## src/rtl/flght_pkg.sv

```systemverilog
// Shared widths, constants and saturation helpers for the attitude PD controller.
package flght_pkg;

   localparam int unsigned ANG_W      = 16;
   localparam int unsigned ERR_W      = 17;
   localparam int unsigned ERR_SAT_W  = 10;
   localparam int unsigned P_PROD_W   = ERR_SAT_W + 3;
   localparam int unsigned DIFF_W     = 11;
   localparam int unsigned DIFF_SAT_W = 7;
   localparam int unsigned PD_W       = 12;
   localparam int unsigned MIX_W      = 13;
   localparam int unsigned THRST_W    = 9;
   localparam int unsigned SPD_W      = 11;

   localparam int unsigned MIN_RUN_SPEED = 704;
   localparam int unsigned CAL_SPEED     = 432;
   localparam int unsigned P_NUM         = 5;
   localparam int unsigned P_SHIFT       = 3;
   localparam int unsigned D_COEFF       = 7;

   // Saturate a signed error to ERR_SAT_W bits: in range iff the dropped bits match the sign.
   function automatic logic [ERR_SAT_W-1:0] sat_err(input logic [ERR_W-1:0] x);
      logic [ERR_W-ERR_SAT_W:0] top;
      top = x[ERR_W-1:ERR_SAT_W-1];
      if (top == '0 || top == '1) sat_err = x[ERR_SAT_W-1:0];
      else if (x[ERR_W-1])        sat_err = {1'b1, {(ERR_SAT_W-1){1'b0}}};
      else                        sat_err = {1'b0, {(ERR_SAT_W-1){1'b1}}};
   endfunction

   function automatic logic [DIFF_SAT_W-1:0] sat_diff(input logic [DIFF_W-1:0] x);
      logic [DIFF_W-DIFF_SAT_W:0] top;
      top = x[DIFF_W-1:DIFF_SAT_W-1];
      if (top == '0 || top == '1) sat_diff = x[DIFF_SAT_W-1:0];
      else if (x[DIFF_W-1])       sat_diff = {1'b1, {(DIFF_SAT_W-1){1'b0}}};
      else                        sat_diff = {1'b0, {(DIFF_SAT_W-1){1'b1}}};
   endfunction

   // Clip a signed mix sum to the unsigned motor range [0, 2^SPD_W-1].
   function automatic logic [SPD_W-1:0] clip_spd(input logic [MIX_W-1:0] x);
      if (x[MIX_W-1])                   clip_spd = '0;
      else if (x[MIX_W-2:SPD_W] != '0)  clip_spd = '1;
      else                              clip_spd = x[SPD_W-1:0];
   endfunction

endpackage

```

## src/rtl/axis_pd.sv

```systemverilog
// One attitude axis: error saturation, derivative history queue, P/D terms (stages 1-2).
module axis_pd
   import flght_pkg::*;
#(
   parameter int unsigned D_QUEUE_DEPTH = 12
) (
   input  logic              clk,
   input  logic              rst_n,
   input  logic              vld,
   input  logic              stg2_en,
   input  logic [ANG_W-1:0]  act,
   input  logic [ANG_W-1:0]  des,
   output logic [PD_W-1:0]   pd
);

   logic [ERR_SAT_W-1:0] hist_q [D_QUEUE_DEPTH];
   logic [ERR_SAT_W-1:0] hist_d [D_QUEUE_DEPTH];
   logic [ERR_SAT_W-1:0] err_sat_q, err_sat_d;
   logic [ERR_SAT_W-1:0] prev_q, prev_d;
   logic [PD_W-1:0]      pd_q, pd_d;

   logic [ERR_W-1:0]           err;
   logic signed [P_PROD_W-1:0] p_full;
   logic signed [PD_W-1:0]     p_term, d_term;
   logic [DIFF_W-1:0]          diff;
   logic [DIFF_SAT_W-1:0]      diff_sat;

   // Stage 1: the oldest queue entry is read out as prev before the new error shifts in.
   always_comb begin
      err       = ERR_W'($signed(act)) - ERR_W'($signed(des));
      err_sat_d = err_sat_q;
      prev_d    = prev_q;
      hist_d    = hist_q;
      if (vld) begin
         err_sat_d = sat_err(err);
         prev_d    = hist_q[D_QUEUE_DEPTH-1];
         hist_d[0] = err_sat_d;
         for (int unsigned i = 1; i < D_QUEUE_DEPTH; i++) hist_d[i] = hist_q[i-1];
      end
   end

   // Stage 2: P = (e*5)>>>3, D = sat7(e - prev)*7.
   always_comb begin
      p_full   = $signed(P_PROD_W'($signed(err_sat_q))) * $signed(P_PROD_W'(P_NUM));
      p_term   = PD_W'(p_full >>> P_SHIFT);
      diff     = DIFF_W'($signed(err_sat_q)) - DIFF_W'($signed(prev_q));
      diff_sat = sat_diff(diff);
      d_term   = $signed(PD_W'($signed(diff_sat))) * $signed(PD_W'(D_COEFF));
      pd_d     = pd_q;
      if (stg2_en) pd_d = p_term + d_term;
   end

   always_ff @(posedge clk or negedge rst_n) begin
      if (!rst_n) begin
         for (int unsigned i = 0; i < D_QUEUE_DEPTH; i++) hist_q[i] <= '0;
         err_sat_q <= '0;
         prev_q    <= '0;
         pd_q      <= '0;
      end else begin
         hist_q    <= hist_d;
         err_sat_q <= err_sat_d;
         prev_q    <= prev_d;
         pd_q      <= pd_d;
      end
   end

   assign pd = pd_q;

endmodule

```

## src/rtl/flght_cntrl_pd.sv

```systemverilog
// Three-axis attitude PD controller with quad motor mixing, clipping and calibration override.
module flght_cntrl_pd
   import flght_pkg::*;
#(
   parameter int unsigned D_QUEUE_DEPTH = 12
) (
   input  logic                clk,
   input  logic                rst_n,
   input  logic                vld,
   input  logic [ANG_W-1:0]    ptch,
   input  logic [ANG_W-1:0]    roll,
   input  logic [ANG_W-1:0]    yaw,
   input  logic [ANG_W-1:0]    d_ptch,
   input  logic [ANG_W-1:0]    d_roll,
   input  logic [ANG_W-1:0]    d_yaw,
   input  logic [THRST_W-1:0]  thrst,
   input  logic                inertial_cal,
   output logic [SPD_W-1:0]    frnt_spd,
   output logic [SPD_W-1:0]    bck_spd,
   output logic [SPD_W-1:0]    lft_spd,
   output logic [SPD_W-1:0]    rght_spd,
   output logic                spd_vld
);

   logic                vld1_q, vld1_d, vld2_q, vld2_d;
   logic [THRST_W-1:0]  thrst1_q, thrst1_d, thrst2_q, thrst2_d;
   logic [SPD_W-1:0]    frnt_q, frnt_d, bck_q, bck_d, lft_q, lft_d, rght_q, rght_d;
   logic                spd_vld_q, spd_vld_d;
   logic [PD_W-1:0]     ptch_pd, roll_pd, yaw_pd;

   logic signed [MIX_W-1:0] base, p_s, r_s, y_s;

   axis_pd #(.D_QUEUE_DEPTH(D_QUEUE_DEPTH)) u_ptch (
      .clk(clk), .rst_n(rst_n), .vld(vld), .stg2_en(vld1_q),
      .act(ptch), .des(d_ptch), .pd(ptch_pd)
   );

   axis_pd #(.D_QUEUE_DEPTH(D_QUEUE_DEPTH)) u_roll (
      .clk(clk), .rst_n(rst_n), .vld(vld), .stg2_en(vld1_q),
      .act(roll), .des(d_roll), .pd(roll_pd)
   );

   axis_pd #(.D_QUEUE_DEPTH(D_QUEUE_DEPTH)) u_yaw (
      .clk(clk), .rst_n(rst_n), .vld(vld), .stg2_en(vld1_q),
      .act(yaw), .des(d_yaw), .pd(yaw_pd)
   );

   // Valid and thrust travel alongside the axis pipelines.
   always_comb begin
      vld1_d   = vld;
      vld2_d   = vld1_q;
      thrst1_d = vld    ? thrst    : thrst1_q;
      thrst2_d = vld1_q ? thrst1_q : thrst2_q;
   end

   // Stage 3: mix and clip; calibration overrides the speeds but not the valid pulse.
   always_comb begin
      base      = $signed(MIX_W'(MIN_RUN_SPEED) + MIX_W'(thrst2_q));
      p_s       = MIX_W'($signed(ptch_pd));
      r_s       = MIX_W'($signed(roll_pd));
      y_s       = MIX_W'($signed(yaw_pd));
      frnt_d    = frnt_q;
      bck_d     = bck_q;
      lft_d     = lft_q;
      rght_d    = rght_q;
      spd_vld_d = vld2_q;
      if (inertial_cal) begin
         frnt_d = SPD_W'(CAL_SPEED);
         bck_d  = SPD_W'(CAL_SPEED);
         lft_d  = SPD_W'(CAL_SPEED);
         rght_d = SPD_W'(CAL_SPEED);
      end else if (vld2_q) begin
         frnt_d = clip_spd(base - p_s - y_s);
         bck_d  = clip_spd(base + p_s - y_s);
         lft_d  = clip_spd(base - r_s + y_s);
         rght_d = clip_spd(base + r_s + y_s);
      end
   end

   always_ff @(posedge clk or negedge rst_n) begin
      if (!rst_n) begin
         vld1_q    <= 1'b0;
         vld2_q    <= 1'b0;
         thrst1_q  <= '0;
         thrst2_q  <= '0;
         frnt_q    <= '0;
         bck_q     <= '0;
         lft_q     <= '0;
         rght_q    <= '0;
         spd_vld_q <= 1'b0;
      end else begin
         vld1_q    <= vld1_d;
         vld2_q    <= vld2_d;
         thrst1_q  <= thrst1_d;
         thrst2_q  <= thrst2_d;
         frnt_q    <= frnt_d;
         bck_q     <= bck_d;
         lft_q     <= lft_d;
         rght_q    <= rght_d;
         spd_vld_q <= spd_vld_d;
      end
   end

   assign frnt_spd = frnt_q;
   assign bck_spd  = bck_q;
   assign lft_spd  = lft_q;
   assign rght_spd = rght_q;
   assign spd_vld  = spd_vld_q;

endmodule

```

## config.mk

```make
export PLATFORM = sky130hd
export DESIGN_NAME = flght_cntrl_pd
export DESIGN_NICKNAME = d
export VERILOG_FILES = /design/src/rtl/flght_pkg.sv /design/src/rtl/axis_pd.sv /design/src/rtl/flght_cntrl_pd.sv
export SDC_FILE = /design/constraint.sdc
export NUM_CORES = 1
export LEC_CHECK = 0
export ABC_AREA = 1
export BUFFER_PORTS_ARGS = -buffer_cell sky130_fd_sc_hd__buf_2
export CELL_PAD_IN_SITES_DETAIL_PLACEMENT = 1
export CELL_PAD_IN_SITES_GLOBAL_PLACEMENT = 2
export CORE_UTILIZATION = 37
export DETAILED_ROUTE_END_ITERATION = 8
export HOLD_SLACK_MARGIN = 0.15
export MAX_ROUTING_LAYER = met4
export PLACE_DENSITY_LB_ADDON = 0.1
export SLEW_MARGIN = 20
export SYNTH_ARGS = -nofsm -noshare
export SYNTH_HDL_FRONTEND = slang
export SYNTH_SLANG_ARGS = --single-unit
```

## constraint.sdc

```tcl
create_clock -name clk -period 7 [get_ports clk]
set_clock_uncertainty 0.15 [all_clocks]
set_input_delay 2.1 -clock clk [delete_from_list [all_inputs] [get_ports clk]]
set_output_delay 2.1 -clock clk [all_outputs]
set_load 0.01 [all_outputs]
```

-- After elaboration in Yosys (flattened, before gate mapping)
Cells that the tools add are included.
- $add $sub $neg: 18
- reduce and logical (&&, ||, !) cells: 13
- multipliers: 6
- equal/unequal tests: 6
- multiplexer cells: 28
- operators by type and width (cell ; count):
    11-bit two-way mux ; 16
    10-bit two-way mux ; 6
    16-bit by 16-bit subtractor with 17-bit output ; 3
    7-bit two-way mux ; 6
    10-bit by 4-bit multiplier with 13-bit output, second input constant ; 3
    10-bit by 11-bit adder with 12-bit output ; 3
    7-bit by 4-bit multiplier with 11-bit output, second input constant ; 3
    10-bit by 10-bit subtractor with 11-bit output ; 3
    12-bit by 12-bit adder with 13-bit output ; 2
    13-bit by 12-bit adder with 13-bit output ; 2
    12-bit by 12-bit subtractor with 13-bit output ; 2
    13-bit by 12-bit subtractor with 13-bit output ; 2
    8-bit == test, second input constant ; 3
    8-bit zero test ; 3
    5-bit == test, second input constant ; 3
    5-bit zero test ; 3
    10-bit by 9-bit adder with 11-bit output, first input constant ; 1
    1-bit logical OR ; 6
    2-bit nonzero test ; 1
- bits in registers: 491

-- Depth between registers and ports, before layout
Gate-level depths: netlist of the first run.
- depth in word-level cells: 7
- mapped depth: 34

-- Hierarchy
From an unflattened synthesis of the first run, not the netlist that was laid out.
- cell total of the unflattened synthesis: 4428
- area total of the unflattened synthesis: 32536.2 sq um
- by module, submodules not included (module ; cells an instance ; times used ; sequential area each (sq um) ; area an instance (sq um)):
    axis_pd (u_roll) ; 1148 ; 1 ; 3553.4 ; 8563.2
    axis_pd (u_ptch) ; 1140 ; 1 ; 3553.4 ; 8552.0
    axis_pd (u_yaw) ; 1139 ; 1 ; 3553.4 ; 8546.9
    flght_cntrl_pd ; 1001 ; 1 ; 1626.6 ; 6874.1

-- Worst setup path after synthesis of the first run
Ideal clock, no wire load.
- path kind: register -> register
- start point: register u_roll.err_sat_q[0]
- end point: register u_roll.pd_q[11] (netlist: u_roll.pd[11])
- path buffers: 0
- setup time: 0.118 ns
- stages on the path, launching flop included: 33
- slack: 1.829 ns
- data arrival time: 4.903 ns
- cells stage by stage: dfrtp_1 inv_1 ha_1 inv_1 fa_1 nand2_1 nand3_1 nand3_1 nand2_1 nand2_1 nand4_1 o21ai_1 inv_1 nand2_2 inv_1 a21oi_1 inv_1 ha_1 inv_1 fa_1 inv_1 fa_1 ha_1 nand2_1 inv_1 a21oi_1 o21ai_0 nand2_1 nand2_1 a21oi_1 or2_2 nand3_1 nand2_1
- word-level cells in the longest chain between the ends: 6
- elaborated cells between the ends (all ways): 9
- those cells by class: add/sub: 2; mul: 2; eq/ne: 1; mux: 2; reduce/logical: 2
- RTL lines (what ; line ; source):
    start: declaration ; axis_pd.sv:18 ; logic [ERR_SAT_W-1:0] err_sat_q, err_sat_d;
    start signal: assignment ; axis_pd.sv:61 ; err_sat_q <= err_sat_d;
    10-bit by 10-bit subtractor with 11-bit output ; axis_pd.sv:46 ; diff = DIFF_W'($signed(err_sat_q)) - DIFF_W'($signed(prev_q));
    5-bit == test or 5-bit zero test (tied branches) ; flght_pkg.sv:33 ; if (top == '0 || top == '1) sat_diff = x[DIFF_SAT_W-1:0];
    1-bit logical OR ; flght_pkg.sv:33 ;
    7-bit two-way mux ; flght_pkg.sv:33 ;
    7-bit by 4-bit multiplier with 11-bit output ; axis_pd.sv:48 ; d_term = $signed(PD_W'($signed(diff_sat))) * $signed(PD_W'(D_COEFF));
    10-bit by 11-bit adder with 12-bit output * ; axis_pd.sv:50 ; if (stg2_en) pd_d = p_term + d_term;
    end signal: assignment ; axis_pd.sv:63 ; pd_q <= pd_d;
    end: declaration ; axis_pd.sv:20 ; logic [PD_W-1:0] pd_q, pd_d;
Mark *: on every way between the ends. The rest lies on a longest branch, timed or not.
A chain may end at the register's enable or synchronous reset.

-- Final worst setup path of the first run
Ends and elaborated chain as after synthesis.

==> results.tsv, run 1 <==
metric	value	unit
status	completed	
hold-worst-slack	0.268	ns
post_cts_resized	0	
yosysTopAreaCell	dfrtp_1	
grt_start_max_net_pins	223	
clk_path_buf_depth	3	
hold_class	flop to flop	
ys.flop_type	dfrtp_1	
drcViolationCount	0	
critPathMaxStageDelay	0.49	ns
cp_common_cell	inv_1	
wirelength	78200	microns
finalCritPeriodShare	82.6	%
tightest_slew	0.925	ns
num_io_pins	154	
syn_nets	4494	
die_h	293	microns
vias_per_cell	4.65	
vias	24900	
insertion_delay	0.61	ns
reg2reg_from	u_roll.err_sat_q[0]	
startpoint_type	flop	
ys_ff_latch	491	
nNetsFinal	4615	
die_x	293	microns
syn_area	0.0313	sq mm
cp_slowest_cell	fa_1	
dr.pass1.iters	5	
htree_levels	2	
setup_viol	0	
crit_start	u_roll.err_sat_q[0]	
arrival	6.12	ns
cts_tree	done	
root_buffer	clkbuf_16	
syn-mean-instance-area	7.74	sq um
cts.sinks	491	
syn_inst	4041	
endpoint_kind	flop	
final-hold-violation-count	0	
area.sequential	0.0123	sq mm
initial_utilization	37.4	%
synthArstFlopShare	100	%
grt.total_usage	19.5	%
final_layout_size_suffix_gt1_share	7.42	%
fin_util	42.1	%
fmax	173	MHz
first_global_vias	26000	
synth_seq_area_share	39.3	%
die_area	0.0857	sq mm
wl_per_cell	14.6	microns
worstPathRequired	7.34	ns
antenna_found_initial	0	
area.growth.synth_to_final	12.6	%
num_rows	106	
period_needed	5.78	ns
drt_iter0_markers	1320	
drv_slew	0	
worstSetupEndpoint	u_roll.pd[11]	
num-fill-cells	10300	
most-common-layout-cells	nand2_1 (1,244), inv_1 (713), dfrtp_1 (490)	
gp_congestion	0.821	
yosysWarningCount	0	
grt_setup_unrepaired	false	
gr-total-overflow	0	
cts_hold_buf	0	
synth_top_area_share	39.3	%
multi_input_area	0.0159	sq mm
timing.rr.end	u_roll.pd[11]	
post_cts_buffers	0	
layout_commonest_cell	nand2_1	
cts_made_buffers	57	
diodes	0	
worst-path-max-fanout	8	
io_buffers	153	
maxCapViolations	0	
antenna_left	0	
setup_tns	0	ns
reg2reg_depth	32	
synthTopCellsByArea	dfrtp_1 (39%), nand2_1 (15%), ha_1 (10%)	
ff2ff_setup_slack	1.22	ns
fp.coreArea	0.0837	sq mm
hpwl	59400	microns
grt_pass1_wl	134000	microns
critical_path_class	flop to flop	
relSlewSlack	38.3	%
synth_cell_types	39	
clk_pin_slew_worst_paths	0.06	ns
synth_edf_count	0	
==> flip-flops by register name, indices dropped and copies added, names as in the netlist, 10 cells and up <==
register and flops:
bck_spd 11, frnt_spd 11, lft_spd 11, rght_spd 11
u_ptch.hist_q 120, u_ptch.pd 12, u_ptch.prev_q 10, u_roll.err_sat_q 10
u_roll.hist_q 110, u_roll.pd 12, u_roll.prev_q 10, u_yaw.hist_q 120
u_yaw.pd 12, u_yaw.prev_q 10
==> per-layer routing <==
metal	global-route usage [%]	share of wire, %	vias up
met3	2.27	2.4	81
met1	26.7	50	11800
met4	3.68	1.6	0
met5	-	0	-
met2	31.1	46	206
li1	-	-	12800
==> worst max-delay path: cells and delay by family, from the launching register on <==
family | cells | cell delay (ns)
buf+inv | 8 | 0.73
compound gates | 5 | 0.93
simple gates | 13 | 1.32
fa+ha+maj | 6 | 2.15
flops | 1 | 0.40
==> cells by family (layout without fill, tap and decap cells) <==
family                   after synthesis  in the layout  share of synthesized area [%]
adder cells (fa/ha/maj)              344            344                           15.8
buffers and inverters                819            984                           9.89
flip-flops                           491            491                           39.3
AO/OA/AOI/OAI                        656            656                           11.0
XOR/XNOR                             119            119                           3.33
AND/OR/NAND/NOR                     1612           1612                           20.7
==> synthesized netlist by cell type (9+ instances only) <==
cell and number:
a21oi_1 172, nor3_1 10, inv_1 713, xnor2_1 58
xor2_1 61, and2_1 9, dfrtp_1 491, nand2_1 1244
nand4_1 26, a21o_1 12, nand3_1 127, or2_2 14
nor2_1 144, o21ai_0 429, ha_1 261, clkbuf_1 89
fa_1 83, buf_2 15, nand2_2 19
==> metrics by stage <==
stage	instance area, sq um	worst slack (ns)	std cells
floorplan	31300	1.83	4041
global placement	33200	1.23	5237
detailed placement	33200	1.18	5237
CTS	35200	1.16	5340
global route	35200	0.504	5340
finish	35200	1.22	5340
==> cell type report <==
class                           count  share of cell area (%)
Tap cell                         1134                    4.03
Timing Repair Buffer              166                    2.69
Inverter                          715                    7.64
Multi-Input combinational cell   2731                    45.2
Clock buffer                       85                    4.95
Sequential cell                   491                    34.9
Clock inverter                     18                   0.633
==> worst min path at each step <==
| stage | startpoint | end | cells past startpoint |
|---|---|---|---|
| after floorplan | vld1_q | spd_vld_d | 0 |
| after global placement | spd_vld_d | spd_vld | 0 |
| after detailed placement | spd_vld_d | spd_vld | 0 |
| after CTS | spd_vld_d | spd_vld | 0 |
| after global routing | spd_vld_d | spd_vld | 0 |
| final | spd_vld_d | spd_vld | 0 |
Power of run 1 is not shown: default switching activity piles up to over one toggle a cycle in this logic, so the estimate is an artifact.
==> run 2: changes to the inputs <==
==> constraint.sdc (replaced) <==
create_clock -name clk -period 5.7 [get_ports clk]
set_clock_uncertainty 0.15 [all_clocks]
set_input_delay 1.71 -clock clk [delete_from_list [all_inputs] [get_ports clk]]
set_output_delay 1.71 -clock clk [all_outputs]
set_load 0.01 [all_outputs]
==> results.tsv, run 2 (synthesized netlist as in run 1, its figures left out) <==
metric	value	unit	change
clk_pin_slew_worst_paths	0.06	ns	about the same
diodes	0		unchanged
multi_input_area	0.0160	sq mm	+0.94%
cp_slowest_cell	fa_1		
nNetsFinal	4638		+0.50%
antenna_left	0		unchanged
die_area	0.0857	sq mm	unchanged
cts.sinks	491		unchanged
critPathMaxStageDelay	0.50	ns	about the same
vias	25200		+1.2%
drv_slew	0		unchanged
die_x	293	microns	unchanged
cp_common_cell	nand2_1		
area.sequential	0.0123	sq mm	unchanged
cts_hold_buf	0		unchanged
num_rows	106		unchanged
vias_per_cell	4.69		+0.75%
cts_made_buffers	57		unchanged
relSlewSlack	36.9	%	-1.5 points
area.growth.synth_to_final	13.6	%	
status	completed		
antenna_found_initial	0		unchanged
wl_per_cell	14.9	microns	+2.1%
period_needed	5.25	ns	-0.529 ns
first_global_vias	26000		+0.34%
fmax	190	MHz	+10%
num_io_pins	154		unchanged
insertion_delay	0.63	ns	+0.02 ns
startpoint_type	flop		
tightest_slew	0.947	ns	+0.0218 ns
gr-total-overflow	0		unchanged
arrival	5.62	ns	-0.50 ns
worstPathRequired	6.07	ns	-1.27 ns
clk_path_buf_depth	3		unchanged
hold_class	flop to flop		
cts_tree	done		
grt_pass1_wl	136000	microns	+1.5%
dp_cells	5255		+0.34%
root_buffer	clkbuf_16		
htree_levels	2		unchanged
grt.total_usage	19.9	%	+0.40 points
num-fill-cells	10300		+0.74%
die_h	293	microns	unchanged
most-common-layout-cells	nand2_1 (1,240), inv_1 (711), dfrtp_1 (490)		
wirelength	80200	microns	+2.6%
initial_utilization	37.4	%	unchanged
gp_congestion	0.847		+3.2%
layout_commonest_cell	nand2_1		
reg_top3	u_ptch.hist_q: 120 flops, u_yaw.hist_q: 120 flops, u_roll.hist_q: 110 flops		
drt_iter0_markers	973		-26%
fin_cells	5366		+0.49%
maxCapViolations	0		unchanged
dr.pass1.iters	5		unchanged
critical_path_class	flop to flop		
final-hold-violation-count	0		unchanged
worst-path-max-fanout	8		unchanged
setup_viol	0		unchanged
grt_setup_unrepaired	true		
finalCritPeriodShare	92.2	%	+9.6 points
hpwl	61700	microns	+3.8%
drcViolationCount	0		unchanged
final_layout_size_suffix_gt1_share	8.72	%	+1.3 points
endpoint_kind	flop		
fp.coreArea	0.0837	sq mm	unchanged
grt_start_max_net_pins	199		-11%
io_buffers	153		unchanged
## run 2: cell types whose count changed in the layout (fill, tap and decap cells not counted), moves of 5 or more
cell     delta
o21ai_0     -9
a21oi_1     -9
ha_1        -7
o21ai_2     +5
a21oi_2     +9
buf_4      +21
## run 2: final cells by class
class                   count  area share [%]
clock buffers              84            4.84
repair buffers            189            3.22
well taps                1134            3.99
inverters                 715            7.58
multi-input cells        2731            45.2
clock inverters            22           0.613
flip-flops and latches    491            34.6
## run 2: routing by layer
| metal | global-route usage (%) | vias up | share of wire [%] |
|---|---|---|---|
| li1 | - | 12900 | - |
| met1 | 27.4 | 12000 | 50 |
| met2 | 32.0 | 210 | 46 |
| met3 | 1.97 | 67 | 2.2 |
| met4 | 3.35 | 0 | 1.3 |
| met5 | - | - | 0 |
## run 2: final timing paths
| check | cells after the start | slack [ns] | startpoint | endpoint |
|---|---|---|---|---|
| max | 32 | 0.45 | u_yaw.hist_q[110] | u_yaw.pd[11] |
| min | 0 | 0.31 | spd_vld_d | spd_vld |
| max reg2reg | 32 | 0.45 | u_yaw.hist_q[110] | u_yaw.pd[11] |
| min reg2reg | 0 | 0.31 | spd_vld_d | spd_vld |
| max in group asynchronous | 2 | 3.43 | rst_n | u_ptch.hist_q[102] |
| min in group asynchronous | 1 | 0.94 | rst_n | u_roll.prev_q[9] |
## run 2: worst max-delay path: cells and delay by family, from the launching register on
family,cells,cell delay [ns]
AOI/OAI and AO/OA,3,0.36
adders and majority gates,6,2.16
buffers and inverters,6,0.37
DFF,1,0.40
and+or+nand+nor,17,1.72
## run 2: repair_timing
item | 4_1_cts | 5_1_grt
hold endpoints to repair | 0 | 0
setup endpoints to repair | 0 | 16
buffers inserted | 0 | 5
resized for setup | 0 | 44
## run 2: through the flow
step	instance area [sq um]	TNS (ns)	hold slack [ns]	util, %	setup WS [ns]
floorplan	31300	0	0.202	-	0.529
global placement	33400	0	0.253	39.9	0.330
detailed placement	33400	0	0.291	39.9	0.152
CTS	35300	0	0.307	42.2	0.165
global route	35500	-0.0179	0.327	42.4	-0.0179
finish	35500	0	0.307	42.4	0.445
Power of run 2 is left out for the same reason.
